===== config.mk =====
export PLATFORM = sky130hd
export DESIGN_NAME = regfile_wb_arbiter
export DESIGN_NICKNAME = d
export VERILOG_FILES = /design/src/rtl/regfile_arb_pkg.sv /design/src/rtl/rr_arbiter.sv /design/src/rtl/regfile_wb_arbiter.sv
export SDC_FILE = /design/constraint.sdc
export NUM_CORES = 1
export LEC_CHECK = 0
export ABC_AREA = 1
export CORE_MARGIN = 1
export CORE_UTILIZATION = 49
export DETAILED_ROUTE_END_ITERATION = 10
export GPL_TIMING_DRIVEN = 0
export HOLD_SLACK_MARGIN = 0.12
export PLACE_DENSITY = 0.87
export SETUP_SLACK_MARGIN = 0.2
export SLEW_MARGIN = 0
export SYNTH_ARGS = -nofsm -noshare
export SYNTH_HDL_FRONTEND = slang
export SYNTH_HIERARCHICAL = 1
export SYNTH_SLANG_ARGS = --single-unit

===== constraint.sdc =====
create_clock -name clk -period 3.1 [get_ports clk]
set_clock_uncertainty 0.2 [all_clocks]
set_input_delay 0.62 -clock clk [delete_from_list [all_inputs] [get_ports clk]]
set_output_delay 0.62 -clock clk [all_outputs]
set_load 0.01 [all_outputs]

===== src/rtl/regfile_arb_pkg.sv =====
// Shared types and constants for the register-file write-back arbiter.
package regfile_arb_pkg;

  localparam int XLEN_DEF   = 32;
  localparam int REG_ADDR_W = 5;
  localparam int NUM_REGS   = 32;
  localparam int MAX_REQ    = 4;
  localparam int GIDX_W     = $clog2(MAX_REQ);

  typedef logic [REG_ADDR_W-1:0] reg_idx_t;
  typedef logic [GIDX_W-1:0]     gidx_t;

  // One-hot mask selecting a single architectural register in the busy vector.
  function automatic logic [NUM_REGS-1:0] idx_onehot(input reg_idx_t idx);
    return NUM_REGS'(1) << idx;
  endfunction

endpackage


===== src/rtl/rr_arbiter.sv =====
// Combinational round-robin arbiter: searches from last_grant+1 upward,
// wrapping modulo NUM_REQ, and grants the first valid requester.
module rr_arbiter
  import regfile_arb_pkg::*;
#(
  parameter int NUM_REQ = 2
) (
  input  logic [NUM_REQ-1:0] req_i,
  input  gidx_t              last_grant_i,
  output logic [NUM_REQ-1:0] gnt_o,
  output gidx_t              gnt_idx_o,
  output logic               gnt_valid_o
);

  logic [MAX_REQ-1:0] req_ext;
  logic [GIDX_W:0]    pos;

  always_comb begin
    // NOTE: every signal gets a default before any conditional write, so no latch is inferred.
    req_ext              = '0;
    req_ext[NUM_REQ-1:0] = req_i;
    pos                  = '0;
    gnt_valid_o          = 1'b0;
    gnt_idx_o            = '0;
    for (int k = 1; k <= NUM_REQ; k++) begin
      pos = {1'b0, last_grant_i} + (GIDX_W+1)'(k);
      if (pos >= (GIDX_W+1)'(NUM_REQ)) pos = pos - (GIDX_W+1)'(NUM_REQ);
      if (!gnt_valid_o && req_ext[pos[GIDX_W-1:0]]) begin
        gnt_valid_o = 1'b1;
        gnt_idx_o   = pos[GIDX_W-1:0];
      end
    end
    gnt_o = '0;
    for (int i = 0; i < NUM_REQ; i++) begin
      gnt_o[i] = gnt_valid_o && (gnt_idx_o == gidx_t'(i));
    end
  end

endmodule


===== src/rtl/regfile_wb_arbiter.sv =====
// Write-back arbiter and busy scoreboard for the register file's single write port.
// Optional REGFILE_WB_BYPASS_EN adds forwarding of the in-flight write to rs1/rs2.
module regfile_wb_arbiter
  import regfile_arb_pkg::*;
#(
  parameter int NUM_REQ = 2,
  parameter int XLEN    = XLEN_DEF
) (
  input  logic                          clk,
  input  logic                          rst,
  input  logic [NUM_REQ-1:0]            req_valid,
  input  logic [NUM_REQ*REG_ADDR_W-1:0] req_rd,
  input  logic [NUM_REQ*XLEN-1:0]       req_data,
  output logic [NUM_REQ-1:0]            req_ready,
  input  logic                          alloc_valid,
  input  reg_idx_t                      alloc_rd,
  output logic                          alloc_ok,
  input  reg_idx_t                      rs1,
  input  reg_idx_t                      rs2,
  output logic                          rs1_busy,
  output logic                          rs2_busy,
  output logic                          rf_reg_write,
  output reg_idx_t                      rf_rd,
  output logic [XLEN-1:0]               rf_write_data,
  output logic [NUM_REGS-1:0]           busy_vec
`ifdef REGFILE_WB_BYPASS_EN
  ,
  output logic                          rs1_fwd_valid,
  output logic [XLEN-1:0]               rs1_fwd_data,
  output logic                          rs2_fwd_valid,
  output logic [XLEN-1:0]               rs2_fwd_data
`endif
);

  gidx_t               last_grant_q, last_grant_d;
  logic                rf_reg_write_q, rf_reg_write_d;
  reg_idx_t            rf_rd_q, rf_rd_d;
  logic [XLEN-1:0]     rf_write_data_q, rf_write_data_d;
  logic [NUM_REGS-1:0] busy_q, busy_d;

  logic [NUM_REQ-1:0]  gnt;
  gidx_t               gnt_idx;
  logic                gnt_valid;
  logic                xfer;
  reg_idx_t            sel_rd;
  logic [XLEN-1:0]     sel_data;
  logic                rs1_sb, rs2_sb;

  rr_arbiter #(.NUM_REQ(NUM_REQ)) u_arb (
    .req_i        (req_valid),
    .last_grant_i (last_grant_q),
    .gnt_o        (gnt),
    .gnt_idx_o    (gnt_idx),
    .gnt_valid_o  (gnt_valid)
  );

  assign req_ready = rst ? '0 : gnt;
  assign xfer      = gnt_valid && !rst;

  always_comb begin
    sel_rd   = '0;
    sel_data = '0;
    for (int i = 0; i < NUM_REQ; i++) begin
      if (gnt_idx == gidx_t'(i)) begin
        sel_rd   = req_rd[i*REG_ADDR_W +: REG_ADDR_W];
        sel_data = req_data[i*XLEN +: XLEN];
      end
    end
  end

  // A register being written back this cycle frees up at the edge, so a new
  // reservation for it can be taken at the same edge.
  assign alloc_ok = !rst && alloc_valid &&
                    (alloc_rd == '0 || !busy_q[alloc_rd] ||
                     (rf_reg_write_q && rf_rd_q == alloc_rd));

  always_comb begin
    last_grant_d    = xfer ? gnt_idx : last_grant_q;
    rf_reg_write_d  = xfer && (sel_rd != '0);
    rf_rd_d         = xfer ? sel_rd : rf_rd_q;
    rf_write_data_d = xfer ? sel_data : rf_write_data_q;
    busy_d          = busy_q;
    if (rf_reg_write_q) busy_d = busy_d & ~idx_onehot(rf_rd_q);
    if (alloc_ok && alloc_rd != '0) busy_d = busy_d | idx_onehot(alloc_rd);
    busy_d[0]       = 1'b0;
  end

  always_ff @(posedge clk) begin
    if (rst) begin
      // NOTE: busy is a plain flop vector rather than a RAM, so it takes a reset like any register.
      last_grant_q    <= gidx_t'(NUM_REQ-1);
      rf_reg_write_q  <= 1'b0;
      rf_rd_q         <= '0;
      rf_write_data_q <= '0;
      busy_q          <= '0;
    end else begin
      // NOTE: non-blocking assignments so every register samples pre-edge values.
      last_grant_q    <= last_grant_d;
      rf_reg_write_q  <= rf_reg_write_d;
      rf_rd_q         <= rf_rd_d;
      rf_write_data_q <= rf_write_data_d;
      busy_q          <= busy_d;
    end
  end

  assign rf_reg_write  = rf_reg_write_q;
  assign rf_rd         = rf_rd_q;
  assign rf_write_data = rf_write_data_q;
  assign busy_vec      = busy_q;

  assign rs1_sb = (rs1 != '0) && busy_q[rs1];
  assign rs2_sb = (rs2 != '0) && busy_q[rs2];

`ifdef REGFILE_WB_BYPASS_EN
  assign rs1_fwd_valid = rf_reg_write_q && (rf_rd_q == rs1) && (rs1 != '0);
  assign rs2_fwd_valid = rf_reg_write_q && (rf_rd_q == rs2) && (rs2 != '0);
  assign rs1_fwd_data  = rf_write_data_q;
  assign rs2_fwd_data  = rf_write_data_q;
  // A forwarded operand is not a hazard, so the consumer can issue one cycle early.
  assign rs1_busy      = rs1_sb && !rs1_fwd_valid;
  assign rs2_busy      = rs2_sb && !rs2_fwd_valid;
`else
  assign rs1_busy      = rs1_sb;
  assign rs2_busy      = rs2_sb;
`endif

endmodule


* Word level (Yosys, flattened, before mapping)
Index checks and enable logic that the tools add are counted.
** Storage, ports and cells
- Register bits after elaboration :: 72
- Input port bits :: 94
- Logic and storage cells :: 69
** Operators by class
- Add/sub/neg operators :: 4
- Order comparisons :: 7
- Equal/unequal tests :: 2
- Shift operators :: 2
- Muxes and demuxes :: 23
- Bitwise gates (word level) :: 3
- Reduce and logical (&&, ||, !) cells :: 22
** Operators by type and width (number)
- 2-to-1 mux 32 bit :: 4
- left shift 1 x 5 -> 32 bit, first input constant :: 2
- bitwise AND 32 bit :: 1
- NOT 32 bit :: 1
- OR 32 bit :: 1
- nonzero test 5 bit :: 4
- less-than comparator 5 x 6 -> 1 bit, second input constant :: 3
- binary-select mux 1 bit (select 5 bit) :: 3
- logical AND 1 bit :: 11
- 2-to-1 mux 2 bit :: 5
- 2-to-1 mux 5 bit :: 2
- 2-to-1 mux 1 bit :: 7
- greater-or-equal comparator 3 x 2 -> 1 bit, second input constant :: 2
- less-than comparator 2 x 3 -> 1 bit, second input constant :: 2
- == test 5 bit :: 1
- logical NOT 5 bit :: 1
- binary-select mux 1 bit (select 2 bit) :: 2
- subtractor 2 bit, second input constant :: 2
- adder 2 x 1 -> 3 bit, second input constant :: 1
- adder 2 x 2 -> 3 bit, second input constant :: 1
- logical NOT 1 bit :: 3
- == test 2 x 1 -> 1 bit, second input constant :: 1
- logical NOT 2 bit :: 1
- logical OR 1 bit :: 2

* Depth between registers and ports, before layout
- Word-level depth :: 14
- Depth in mapped cells :: 13

* Cells and area by module
The synthesis kept the hierarchy.
** Modules (own cells, without submodules)
- regfile_wb_arbiter :: times used 1, cells an instance 725, area an instance 4449.3 um2, seq. area each 1421.4 um2
- rr_arbiter :: times used 1, cells an instance 13, area an instance 68.8 um2, seq. area each 0.0 um2

* Worst setup path after synthesis
OpenSTA, ideal clock, no wires.
- Path type :: input to output
- Start :: input rs2[0]
- End :: output rs2_busy
- Arrival time :: 1.640 ns
- Data required time :: 2.280 ns
- Setup slack :: 0.640 ns
- Stages :: 8
- Path buffers :: 2
- Cells stage by stage :: buf_2 > inv_1 > buf_2 > o21ai_0 > o21ai_0 > o211ai_1 > nand3_1 > o21a_1
** Between the ends
- Longest elaborated chain between the ends :: 3
- Elaborated cells on any way between the ends :: 4
** Ends and longest elaborated chain
- from (decl) :: line regfile_wb_arbiter.sv:19 : input reg_idx_t rs2,
- binary-select mux 1 bit (select 5 bit) :: line regfile_wb_arbiter.sv:112 : assign rs2_sb = (rs2 != '0) && busy_q[rs2];
- 2-to-1 mux 1 bit (not written as such) :: line regfile_wb_arbiter.sv:112
- logical AND 1 bit * :: line regfile_wb_arbiter.sv:112
- to (decl) :: line regfile_wb_arbiter.sv:21 : output logic rs2_busy,
Mark *: on every way between the ends. The rest lies on a longest branch, timed or not. The select of a mux whose other input is x is not followed.

* Final worst setup path
- Start :: input req_valid[0]
- End :: output req_ready[0]
** Between the ends
- Longest elaborated chain between the ends :: 9
- Elaborated cells on any way between the ends :: 13
** Ends and longest elaborated chain
- from (decl) :: line regfile_wb_arbiter.sv:11 : input logic [NUM_REQ-1:0] req_valid,
- binary-select mux 1 bit (select 2 bit) :: line rr_arbiter.sv:28 : if (!gnt_valid_o && req_ext[pos[GIDX_W-1:0]]) begin
- 2-to-1 mux 1 bit (not written as such) :: line rr_arbiter.sv:28
- 2-to-1 mux 1 bit :: line rr_arbiter.sv:28
- logical NOT 1 bit :: line rr_arbiter.sv:28
- logical AND 1 bit :: line rr_arbiter.sv:28
- 2-to-1 mux 2 bit :: line rr_arbiter.sv:28
- logical NOT 2 bit :: line rr_arbiter.sv:35 : gnt_o[i] = gnt_valid_o && (gnt_idx_o == gidx_t'(i));
- logical AND 1 bit * :: line rr_arbiter.sv:35
- net gnt[0] :: line regfile_wb_arbiter.sv:41 : logic [NUM_REQ-1:0] gnt;
- 2-to-1 mux 2 bit * :: line regfile_wb_arbiter.sv:57 : assign req_ready = rst ? '0 : gnt;
- to (decl) :: line regfile_wb_arbiter.sv:14 : output logic [NUM_REQ-1:0] req_ready,
The timed path passes the listed nets; every way through them passes the cells marked *. The select of a mux whose other input is x is not followed.

==> results.txt <==
* Sequential share of the synthesized area: between 30% and 40%
* Synth area leaders: sky130_fd_sc_hd__dfxtp_1 31%, sky130_fd_sc_hd__nand2_1 14%, sky130_fd_sc_hd__o21ai_0 12%
* Count of standard-cell rows: 34
- Status: finished, violations left
* Crit path kind: input port to output pin
- Antenna violations before repair: 0
- The library cell used most frequently in the layout, excluding fill and tap cells, is sky130_fd_sc_hd__nand2_1.
- DP Wirelength: 13710 um
- Clock latency on the worst-skew pair, taken at its later pin, is between 0.3 and 0.4 ns.
- Number of design rule violations left after detail routing: 4
* Fraction of layout cells with a size suffix above 1: 8.423%
- The number of nets handed over by synthesis was 832.
- Worst slew margin relative to its limit: between 40 and 50%
* Slowest cell on crit path: sky130_fd_sc_hd__clkdlybuf4s50_1
- Before CTS, the worst setup slack after placement is -0.6725 ns.
- Root Buffer: sky130_fd_sc_hd__clkbuf_8
- Worst vdd rail ir drop: 199.3 uV
- Post-DR vias/cell: between 5 and 6
* Detailed Route Iter0 Violations: 466
* Starting Density: slightly above 50%
- The number of global-route vias before repair came to 5810.
- Counting flops and latches in the post-synthesis netlist gives 71.
- Summed over all layers, the global routing overflow is 0.
- CTS tree: built
- Across the run, the number of max-cap violations was 0.
- The first global-routing pass estimated about 28000 um of wire.
- Reg-to-reg critical path endpoint: rf_write_data[11]
- Counting every sink on the clock net gives 71.
- EDFF count, synth: 0
* Power density over the cells: 343.7 nW/um^2
- Launching element type of the critical path: input port
- The worst hold path terminates at rf_write_data[30].
- The congestion estimate from routability-driven global placement came to 0.9243.
* Biggest area consumer among synthesized cells: sky130_fd_sc_hd__dfxtp_1
- Final setup fails: 0
- The repair_antennas step left the layout with diodes totalling 0.
- The hold violation count in the final report was 0.
- CP arrival: 2.03 ns
* Path class of the lowest-slack min-delay path: register to register
- Hold-fix buffer count after cts: 0
- For the pin with the worst max-slew slack, the measured transition is 0.7591 ns.
* Number of iterations in the first detailed-routing pass: 10
* Most frequent cells in the layout: 166 x sky130_fd_sc_hd__nand2_1, 154 x sky130_fd_sc_hd__clkdlybuf4s50_1, 95 x sky130_fd_sc_hd__o21ai_0
* Post-synthesis instance area: 4518 um^2
- Final setup margin: ~0.25 ns
- Number of buffers created by CTS: 9
* Clock transition at the register clock pins on the worst setup and hold paths after CTS: approximately 0.08 ns
- Predominant post-synthesis flop cell: sky130_fd_sc_hd__dfxtp_1
* Instance count of the mapped netlist: 738
- The analysis attributes to cell leakage a power of around 0.0027 uW.
- Switch share: 32.49%
- Fraction of power consumed by the clock network: 29.1%
- Number of nets in the layout: approximately 1000
* Pin count of the biggest net entering global routing: 12
- Number of max-slew violations in the final report: 0
- The share of total power dissipated in combinational logic is 27.8%.
- The synthesized netlist contains 29 unique library cells.
- Setup repair after global routing missed its margin: true
- Cells fill 75.63% of the core in the end.
* Category of cells accounting for the largest share of critical-path delay: buffers and inverters
* Worst-path cell chain: clkdlybuf4s50_1 > nand2_1 > nand3_2 > nand2_1 > inv_1 > inv_1 > nor2_1 > clkdlybuf4s50_1
* Internal power summed over all cells: ~1500 uW
* Count of cells along the worst hold path: 2
* Crit. End Element: output pin
- For this run, the top clock speed supported by timing is approximately 0.35 GHz.
- IO buf count: 163
- Number of fillers in the final layout: 689
- Routed WL: 17780 um
- Post-synthesis average cell area: 6.122 um^2
* Post-synth top area share: 31.46%
* Top-level port count: about 170
- In this run the worst path has a maximum fanout of 3.
- Data on the critical path is required at its endpoint by between 2 and 2.5 ns.
- Die Width: slightly below 100 um
- Routed vias: ~6100
* Tcrit/Tclk final: between 90% and 100%
- Detailed-route wire length per cell: roughly 17 um
- Global routing consumed, over all layers together, between 30 and 40% of the routing resources.
- The H-tree was split into 3 levels.
- Compared with the post-synthesis result, the final layout area differs by 47.41%.
- In this run the register-to-register setup slack is 0.80 ns.
- Worst r2r src: last_grant_q[1]
* Net switching power: 743.7 uW
- During synthesis, Yosys emitted a total of 6 warnings.
* Worst reg-to-reg path cell count: 9
- Hold wc startpoint: rf_write_data[30]
* Worst hold margin: 0.2791 ns
* DIE HEIGHT: approximately 98 um
- Final period demand of the worst path: 2.854 ns
* Sequential share of power: 43.1%
- Number of routed nets with antenna violations: 0
- The final reports fail on design-rule violations.
- The number of buffers and inverters on the critical path is 4.
* Ys async rst share: 0%
* Die ar.: 9609 um^2
- Maximum buffer depth of the clock tree: 2
* Total core area: approximately 8800 um^2
- The largest single stage delay on the critical path is 0.54 ns.
-- layer usage --
layer,vias to the layer above,GRT usage [%],share of wire (%)
li1,2842,-,-
met1,2738,45.02,39
met2,414,62.46,47
met3,66,8.017,11
met4,0,15.50,3.6
met5,-,0,0
-- layout make-up --
| class | instances | area, um^2 | share of cell area, % |
|---|---|---|---|
| plain buffers | 56 | 337.8 | 5.072 |
| clock buffers | 11 | 141.4 | 2.123 |
| clock inverters | 4 | 22.52 | 0.3382 |
| inverters | 84 | 320.3 | 4.809 |
| multi-input cells | 527 | 2570 | 38.59 |
| flip-flops and latches | 71 | 1424 | 21.38 |
| well taps | 108 | 135.1 | 2.029 |
| repair buffers | 173 | 1709 | 25.66 |
-- metrics by stage --
stage	cells	area, um^2	power [uW]	TNS [ns]
2_1_floorplan	738	4518	1295	0
3_3_place_gp	1009	6285	1583	-1.466
3_5_place_dp	1009	6285	1593	-1.593
4_1_cts	1030	6609	2258	0
5_1_grt	1034	6660	2368	0
6_report	1034	6660	2289	0
-- worst max path at each step --
stage                       from      endpoint  depth (start not counted)
floorplan                 rs2[0]      rs2_busy                          8
global placement          rs1[0]      rs1_busy                          9
detailed placement        rs1[0]      rs1_busy                          9
CTS                       rs1[0]      rs1_busy                          9
global route              rs2[0]      rs2_busy                         10
finish              req_valid[0]  req_ready[0]                          8
-- flip-flops by register name (all words and copies together), names as in the netlist --
name	cells
rf_write_data	32
busy_vec	31
rf_rd	5
last_grant_q	2
rf_reg_write	1
-- power groups by stage --
stage | sequential, uW | combinational (uW) | clock, uW
floorplan | 1010 | 283 | 0
global placement | 1000 | 580 | 0
detailed placement | 1000 | 590 | 0
CTS | 984 | 614 | 659
global route | 989 | 686 | 693
finish | 986 | 637 | 667
-- synth_stat cells, types with 2 or more instances --
library cell / number
sky130_fd_sc_hd__inv_2: 4
sky130_fd_sc_hd__buf_6: 4
sky130_fd_sc_hd__nor2_1: 26
sky130_fd_sc_hd__inv_1: 79
sky130_fd_sc_hd__conb_1: 2
sky130_fd_sc_hd__o21a_1: 2
sky130_fd_sc_hd__nand2_1: 167
sky130_fd_sc_hd__o21ai_0: 107
sky130_fd_sc_hd__nor3_1: 15
sky130_fd_sc_hd__nand3_1: 90
sky130_fd_sc_hd__buf_2: 12
sky130_fd_sc_hd__a21oi_1: 51
sky130_fd_sc_hd__nand4_1: 38
sky130_fd_sc_hd__nand2_2: 4
sky130_fd_sc_hd__o211ai_1: 9
sky130_fd_sc_hd__or2_2: 2
sky130_fd_sc_hd__nand3_2: 2
sky130_fd_sc_hd__dfxtp_1: 71
sky130_fd_sc_hd__xnor2_1: 2
sky130_fd_sc_hd__o31ai_1: 5
sky130_fd_sc_hd__clkbuf_1: 37
sky130_fd_sc_hd__buf_4: 2
-- tightest hold or removal path: cells and delay by family (launching register included) --
| family | cells | cell delay, ns |
|---|---|---|
| simple gates | 2 | 0.12 |
| flops | 1 | 0.32 |
-- kinds of logic after synthesis --
| group | after synthesis | synth area share (%) |
|---|---|---|
| other | 2 | 0.1662 |
| buffers and inverters | 140 | 12.79 |
| AND/OR/NAND/NOR | 346 | 34.59 |
| XOR/XNOR | 2 | 0.3878 |
| flip-flops | 71 | 31.46 |
| AO/OA/AOI/OAI | 177 | 20.60 |
-- what timing repair did --
action                                  in CTS  in global routing
buffers inserted                             4                  2
gates cloned                                 2                  2
pin swaps                                    4                  4
endpoints found under the setup margin       5                  5
resized for setup                           63                 18
No activity file was read; power rests on OpenSTA's default activity.
